<file path="config.mk">
export PLATFORM = sky130hd
export DESIGN_NAME = time_edit
export DESIGN_NICKNAME = d
export VERILOG_FILES = /design/src/rtl/time_pkg.sv /design/src/rtl/time_edit_btn_cond.sv /design/src/rtl/time_edit.sv
export SDC_FILE = /design/constraint.sdc
export NUM_CORES = 1
export LEC_CHECK = 0
export ABC_AREA = 0
export CORE_ASPECT_RATIO = 1.1
export CORE_MARGIN = 3
export CORE_UTILIZATION = 60
export CTS_BUF_LIST = sky130_fd_sc_hd__clkbuf_8
export CTS_CLUSTER_DIAMETER = 200
export DETAILED_ROUTE_END_ITERATION = 8
export DONT_BUFFER_PORTS = 1
export PLACE_DENSITY = 0.87
export SLEW_MARGIN = 20
export SYNTH_ARGS = -nofsm -noshare
export SYNTH_HDL_FRONTEND = slang
export SYNTH_SLANG_ARGS = --single-unit
export TNS_END_PERCENT = 50
</file>
<file path="constraint.sdc">
create_clock -name clk -period 3.82 [get_ports clk]
set_clock_uncertainty 0.15 [all_clocks]
set_input_delay 0.382 -clock clk [delete_from_list [all_inputs] [get_ports clk]]
set_output_delay 0.382 -clock clk [all_outputs]
set_load 0.1 [all_outputs]
</file>
<file path="src/rtl/time_pkg.sv">
// Shared constants for the front-panel time-setting controller: digit wrap
// limits, one-hot cursor codes, edit-mode state encoding.
package time_pkg;

  localparam logic [3:0] SEC0_MAX      = 4'd9;
  localparam logic [3:0] SEC1_MAX      = 4'd5;
  localparam logic [3:0] MIN0_MAX      = 4'd9;
  localparam logic [3:0] MIN1_MAX      = 4'd5;
  localparam logic [3:0] HRS0_MAX      = 4'd9;
  localparam logic [3:0] HRS0_MAX_AT_2 = 4'd3;
  localparam logic [3:0] HRS1_MAX      = 4'd2;

  localparam logic [5:0] CUR_SEC0 = 6'b000001;
  localparam logic [5:0] CUR_SEC1 = 6'b000010;
  localparam logic [5:0] CUR_MIN0 = 6'b000100;
  localparam logic [5:0] CUR_MIN1 = 6'b001000;
  localparam logic [5:0] CUR_HRS0 = 6'b010000;
  localparam logic [5:0] CUR_HRS1 = 6'b100000;

  localparam int unsigned NUM_DIGITS = 6;

  typedef enum logic {
    IDLE = 1'b0,
    EDIT = 1'b1
  } state_t;

  // Wrap limit of digit idx (0 = sec0 .. 5 = hrs1); hrs0 tightens to 3 in the 20s.
  function automatic logic [3:0] digit_max(input int unsigned idx, input logic [3:0] hrs1);
    logic [3:0] lim;
    case (idx)
      0:       lim = SEC0_MAX;
      1:       lim = SEC1_MAX;
      2:       lim = MIN0_MAX;
      3:       lim = MIN1_MAX;
      4:       lim = (hrs1 == HRS1_MAX) ? HRS0_MAX_AT_2 : HRS0_MAX;
      default: lim = HRS1_MAX;
    endcase
    return lim;
  endfunction

endpackage

</file>
<file path="src/rtl/time_edit_btn_cond.sv">
// Button conditioner: 2-flop synchronizer, optional debounce, rising-edge press pulse.
// Debounce is compiled in with TIME_EDIT_DEBOUNCE_EN.
module btn_cond #(
  parameter int unsigned DB_CYCLES = 20000
) (
  input  logic clk,
  input  logic rst,
  input  logic raw,
  output logic press
);

  logic s1, s2, acc, prev;

  // Whole pipeline resets to "pressed" so a button held across reset must be
  // released and pressed again before it yields an event.
  always_ff @(posedge clk or posedge rst) begin
    if (rst) begin
      s1 <= 1'b1;
      s2 <= 1'b1;
    end else begin
      s1 <= raw;
      s2 <= s1;
    end
  end

`ifdef TIME_EDIT_DEBOUNCE_EN
  localparam int unsigned CW = $clog2(DB_CYCLES + 1);
  localparam logic [CW-1:0] CNT_MAX = CW'(DB_CYCLES);

  logic [CW-1:0] cnt;

  always_ff @(posedge clk or posedge rst) begin
    if (rst) begin
      cnt <= '0;
      acc <= 1'b1;
    end else if (s2 != acc) begin
      if (cnt == CNT_MAX) begin
        acc <= s2;
        cnt <= '0;
      end else begin
        cnt <= cnt + 1'b1;
      end
    end else begin
      cnt <= '0;
    end
  end
`else
  always_ff @(posedge clk or posedge rst) begin
    if (rst) acc <= 1'b1;
    else     acc <= s2;
  end

  // DB_CYCLES has no effect without debounce; referenced here only so the
  // parameter map stays identical between builds.
  if (DB_CYCLES == 0) begin : g_db_unused
  end
`endif

  always_ff @(posedge clk or posedge rst) begin
    if (rst) prev <= 1'b1;
    else     prev <= acc;
  end

  assign press = acc & ~prev;

endmodule

</file>
<file path="src/rtl/time_edit.sv">
// Front-panel time-setting controller: edit mode, cursor movement, per-digit
// up/down with 24 h legal wrap. Optional debounce via TIME_EDIT_DEBOUNCE_EN.
module time_edit
  import time_pkg::*;
#(
  parameter int unsigned DB_CYCLES = 20000
) (
  input  logic       clk,
  input  logic       rst,
  input  logic       btn_mode,
  input  logic       btn_left,
  input  logic       btn_right,
  input  logic       btn_up,
  input  logic       btn_down,
  output logic       edit,
  output logic [5:0] cursor,
  output logic       commit,
  output logic [3:0] n_sec0,
  output logic [3:0] n_sec1,
  output logic [3:0] n_min0,
  output logic [3:0] n_min1,
  output logic [3:0] n_hrs0,
  output logic [3:0] n_hrs1
);

  logic p_mode, p_left, p_right, p_up, p_down;

  btn_cond #(.DB_CYCLES(DB_CYCLES)) u_mode  (.clk(clk), .rst(rst), .raw(btn_mode),  .press(p_mode));
  btn_cond #(.DB_CYCLES(DB_CYCLES)) u_left  (.clk(clk), .rst(rst), .raw(btn_left),  .press(p_left));
  btn_cond #(.DB_CYCLES(DB_CYCLES)) u_right (.clk(clk), .rst(rst), .raw(btn_right), .press(p_right));
  btn_cond #(.DB_CYCLES(DB_CYCLES)) u_up    (.clk(clk), .rst(rst), .raw(btn_up),    .press(p_up));
  btn_cond #(.DB_CYCLES(DB_CYCLES)) u_down  (.clk(clk), .rst(rst), .raw(btn_down),  .press(p_down));

  state_t     state, state_n;
  logic [5:0] cursor_n;
  logic       commit_n;
  logic [3:0] dig   [NUM_DIGITS];
  logic [3:0] dig_n [NUM_DIGITS];
  logic [3:0] lim;

  always_ff @(posedge clk or posedge rst) begin
    if (rst) begin
      state  <= IDLE;
      cursor <= '0;
      commit <= 1'b0;
      dig    <= '{default: '0};
    end else begin
      state  <= state_n;
      cursor <= cursor_n;
      commit <= commit_n;
      dig    <= dig_n;
    end
  end

  always_comb begin
    state_n  = state;
    cursor_n = cursor;
    commit_n = 1'b0;
    dig_n    = dig;
    lim      = '0;
    case (state)
      IDLE: begin
        if (p_mode) begin
          state_n  = EDIT;
          cursor_n = CUR_SEC0;
        end
      end
      EDIT: begin
        if (p_mode) begin
          state_n  = IDLE;
          cursor_n = '0;
          commit_n = 1'b1;
        end else if (p_left) begin
          cursor_n = {cursor[4:0], cursor[5]};
        end else if (p_right) begin
          cursor_n = {cursor[0], cursor[5:1]};
        end else if (p_up || p_down) begin
          for (int unsigned i = 0; i < NUM_DIGITS; i++) begin
            if (cursor[i]) begin
              lim = digit_max(i, dig[5]);
              if (p_up) dig_n[i] = (dig[i] >= lim) ? 4'd0 : dig[i] + 4'd1;
              else      dig_n[i] = (dig[i] == 4'd0) ? lim : dig[i] - 4'd1;
            end
          end
          // Entering the 20s from either direction pulls hrs0 down in the same cycle.
          if (dig_n[5] == HRS1_MAX && dig_n[4] > HRS0_MAX_AT_2)
            dig_n[4] = HRS0_MAX_AT_2;
        end
      end
      default: state_n = IDLE;
    endcase
  end

  assign edit   = (state == EDIT);
  assign n_sec0 = dig[0];
  assign n_sec1 = dig[1];
  assign n_min0 = dig[2];
  assign n_min1 = dig[3];
  assign n_hrs0 = dig[4];
  assign n_hrs1 = dig[5];

endmodule

</file>
==> flow_metrics.env <==
export IMPL_cp_top_family="compound AO/OA/AOI/OAI gates"
export IMPL_critPathArrivalTime_ns=2.75
export IMPL_dpl_cell_count=378
export IMPL_grt_max_degree=53
export IMPL_layout_nets=363
export IMPL_avgSynthCellArea_um2=9.26
export IMPL_synth_seq_cells=52
export IMPL_antenna_found_initial=0
export IMPL_fill_cells=331
export IMPL_cts_tree="yes"
export IMPL_synth_top_area_cell="dfrtp_1"
export IMPL_clkTransAtPathRegs_ns=0.10
export IMPL_hold_buffers=5
export IMPL_worst_path_stages=7
export IMPL_synthCells=322
export IMPL_cts_htree_levels=2
export IMPL_path_buf_inv=1
export IMPL_synth_ff_type="dfrtp_1"
export IMPL_worstSetupEndpointType="flop"
export IMPL_num_vias=2453
export IMPL_synth_commonest_cells="nand2_1, dfrtp_1, o21ai_0"
export IMPL_drt_iter0_markers=153
export IMPL_cts_max_path_buffers=2
export IMPL_dpl_hpwl_um=4160
export IMPL_grt_pass1_vias=2380
export IMPL_dp_slack_ns=1.09
export IMPL_r2r_cells=7
export IMPL_maxSlewHeadroom_pct=26.6
export IMPL_drt_wl_total_um=5960
export IMPL_syn_num_nets=351
export IMPL_dr_pass1_iters=4
export IMPL_drc_errors=0
export IMPL_hold_slack_ns=-0.0581
export IMPL_diodes=0
export IMPL_drive_gt1_share_pct=16.1
export IMPL_status="finished, violations left"
export IMPL_wire_per_inst_um=15.2
export IMPL_rsz0062_at_grt="false"
export IMPL_fin_ws_ns=1.07
export IMPL_area_growth_pct=8.82
export IMPL_setup_tns_final_ns=0
export IMPL_cts_setup_buffers=0
export IMPL_cts_buffers_inserted=5
export IMPL_ant_nets=0
export IMPL_grt_usage_pct=21.9
export IMPL_start_kind="flop"
export IMPL_synth_edf_count=0
export IMPL_worstPathRequired_ns=3.82
export IMPL_worstMarginPinSlew_ns=1.10
export IMPL_cp_cell_sequence="nor2b_4 > buf_4 > o2111a_1 > and2_1 > o31ai_1 > nand2_1 > o21ai_0"
export IMPL_yosysMostFrequentCell="nand2_1"
export IMPL_cts_root_buf="clkbuf_8"
export IMPL_max_cap_viol_count=0
export IMPL_period_share_pct=72.1
export IMPL_r2r_setup_slack_ns=1.07
export IMPL_clk_latency_ns=0.30
export IMPL_die_area_um2=5850
export IMPL_yosys_cell_types_count=48
export IMPL_hold_viol=32
export IMPL_final_cells=391
export IMPL_cp_max_fo=22
export IMPL_cts_sink_count=52
export IMPL_max_freq_ghz=0.363
export IMPL_avgViaCountPerCell=6.27
export IMPL_final_max_slew_viol_count=0
export IMPL_violations="hold timing"
export IMPL_seq_area_frac_synth_pct=44.5
export IMPL_ctsResizeCount=0
export IMPL_crit_type="flop to flop"
export IMPL_syn_area_um2=2980
export IMPL_fp_row_count=26
export IMPL_netlist_area_leader_share_pct=26.9
export IMPL_finalSetupViolCount=0
export IMPL_io_pins=39
export IMPL_min_path_type="input port to async pin"
export IMPL_numPortBuffers=0
export IMPL_slowest_stage="o2111a_1"
export IMPL_synth_warning_count=0
export IMPL_cp_slowest_stage_delay_ns=0.63
export IMPL_die_h_um=79.9
export IMPL_place_congestion=0.937
export IMPL_die_x_um=73.2
export IMPL_grt_first_pass_wirelength_um=10200
export IMPL_overflow=0
export IMPL_netlist_top_cells_area="dfrtp_1, dfstp_2, ha_1"
export IMPL_min_period_ns=2.75
export IMPL_coreArea_um2=4720
export IMPL_async_flop_share_pct=100
export IMPL_initial_core_util_pct=63.2
[stage by stage]
stage	utilization [%]	instance area, µm²
detailed placement	65.6	3100
CTS	68.7	3240
global route	68.8	3240
global placement	65.6	3100
floorplan	-	2980
finish	68.8	3240
[final cells by class]
type	count	area, µm²	area share, %
sequential	52	1330	40.9
timing repair buffer	19	155	4.78
inverter	19	72.6	2.24
clock buffer	5	68.8	2.12
clock inverter	3	26.3	0.810
tap	56	70.1	2.16
multi-input combinational	237	1520	47.0
[cells by family after synthesis]
logic type / count (synthesis) / share of synthesized area [%]
buffers and inverters: 33 / 4.37
and+or+nand+nor: 105 / 17.2
muxes: 8 / 3.06
AOI/OAI and AO/OA: 102 / 21.7
DFF: 52 / 44.5
adders and majority gates: 22 / 9.24
[final timing paths]
check / end / from
min in group clk: u_left.acc$_DFF_PP1_ / u_left.s2$_DFF_PP1_
worst max-delay path: n_min0[0]$_DFFE_PP0P_ / u_up.acc$_DFF_PP1_
worst max register to register: n_min0[0]$_DFFE_PP0P_ / u_up.acc$_DFF_PP1_
max in group asynchronous: n_sec1[2]$_DFFE_PP0P_ / rst
worst min register to register: u_left.acc$_DFF_PP1_ / u_left.s2$_DFF_PP1_
worst min-delay path: n_sec1[3]$_DFFE_PP0P_ / rst
[state kept, by name, summed over array words and instances, names as in the netlist, 4 cells and up]
name,flops
cursor,6
n_sec1,4
n_hrs0,4
n_min1,4
n_min0,4
n_hrs1,4
n_sec0,4
[placed cells by master, fill, tap and decap left out, types with 3 or more instances in the layout]
master         Yosys  routed
a41oi_1            3       3
dfrtp_1           32      32
o22ai_1            3       3
mux2_2             5       5
nand3_1            6       6
o21ai_0           27      27
a31oi_1           11      11
dlygate4sd3_1      0       5
or3_1              3       3
nand2b_1          10      10
nand2_1           37      37
a21oi_1           26      26
nor2b_1            6       6
a32o_1             3       3
a211oi_1           5       5
ha_1              22      22
dfstp_2           20      20
a22oi_1            3       3
inv_1             19      18
nor2_1            19      19
and3_1             3       3
nor3_1            10      10
clkbuf_8           0       5
o21ai_1            3       3
buf_4              0      14
and2_1             4       4
o31ai_1            3       3
[per-layer routing]
layer | share of wire [%] | wire length, µm | GRT usage (%)
met1 | 43 | 2540 | 28.1
met2 | 51 | 3040 | 36.1
met3 | 4.7 | 281 | 4.53
met4 | 1.6 | 95 | 7.56
met5 | 0 | 0 | 0
Power is not shown: default switching activity piles up to over one toggle a cycle in this logic, so the estimate is an artifact.
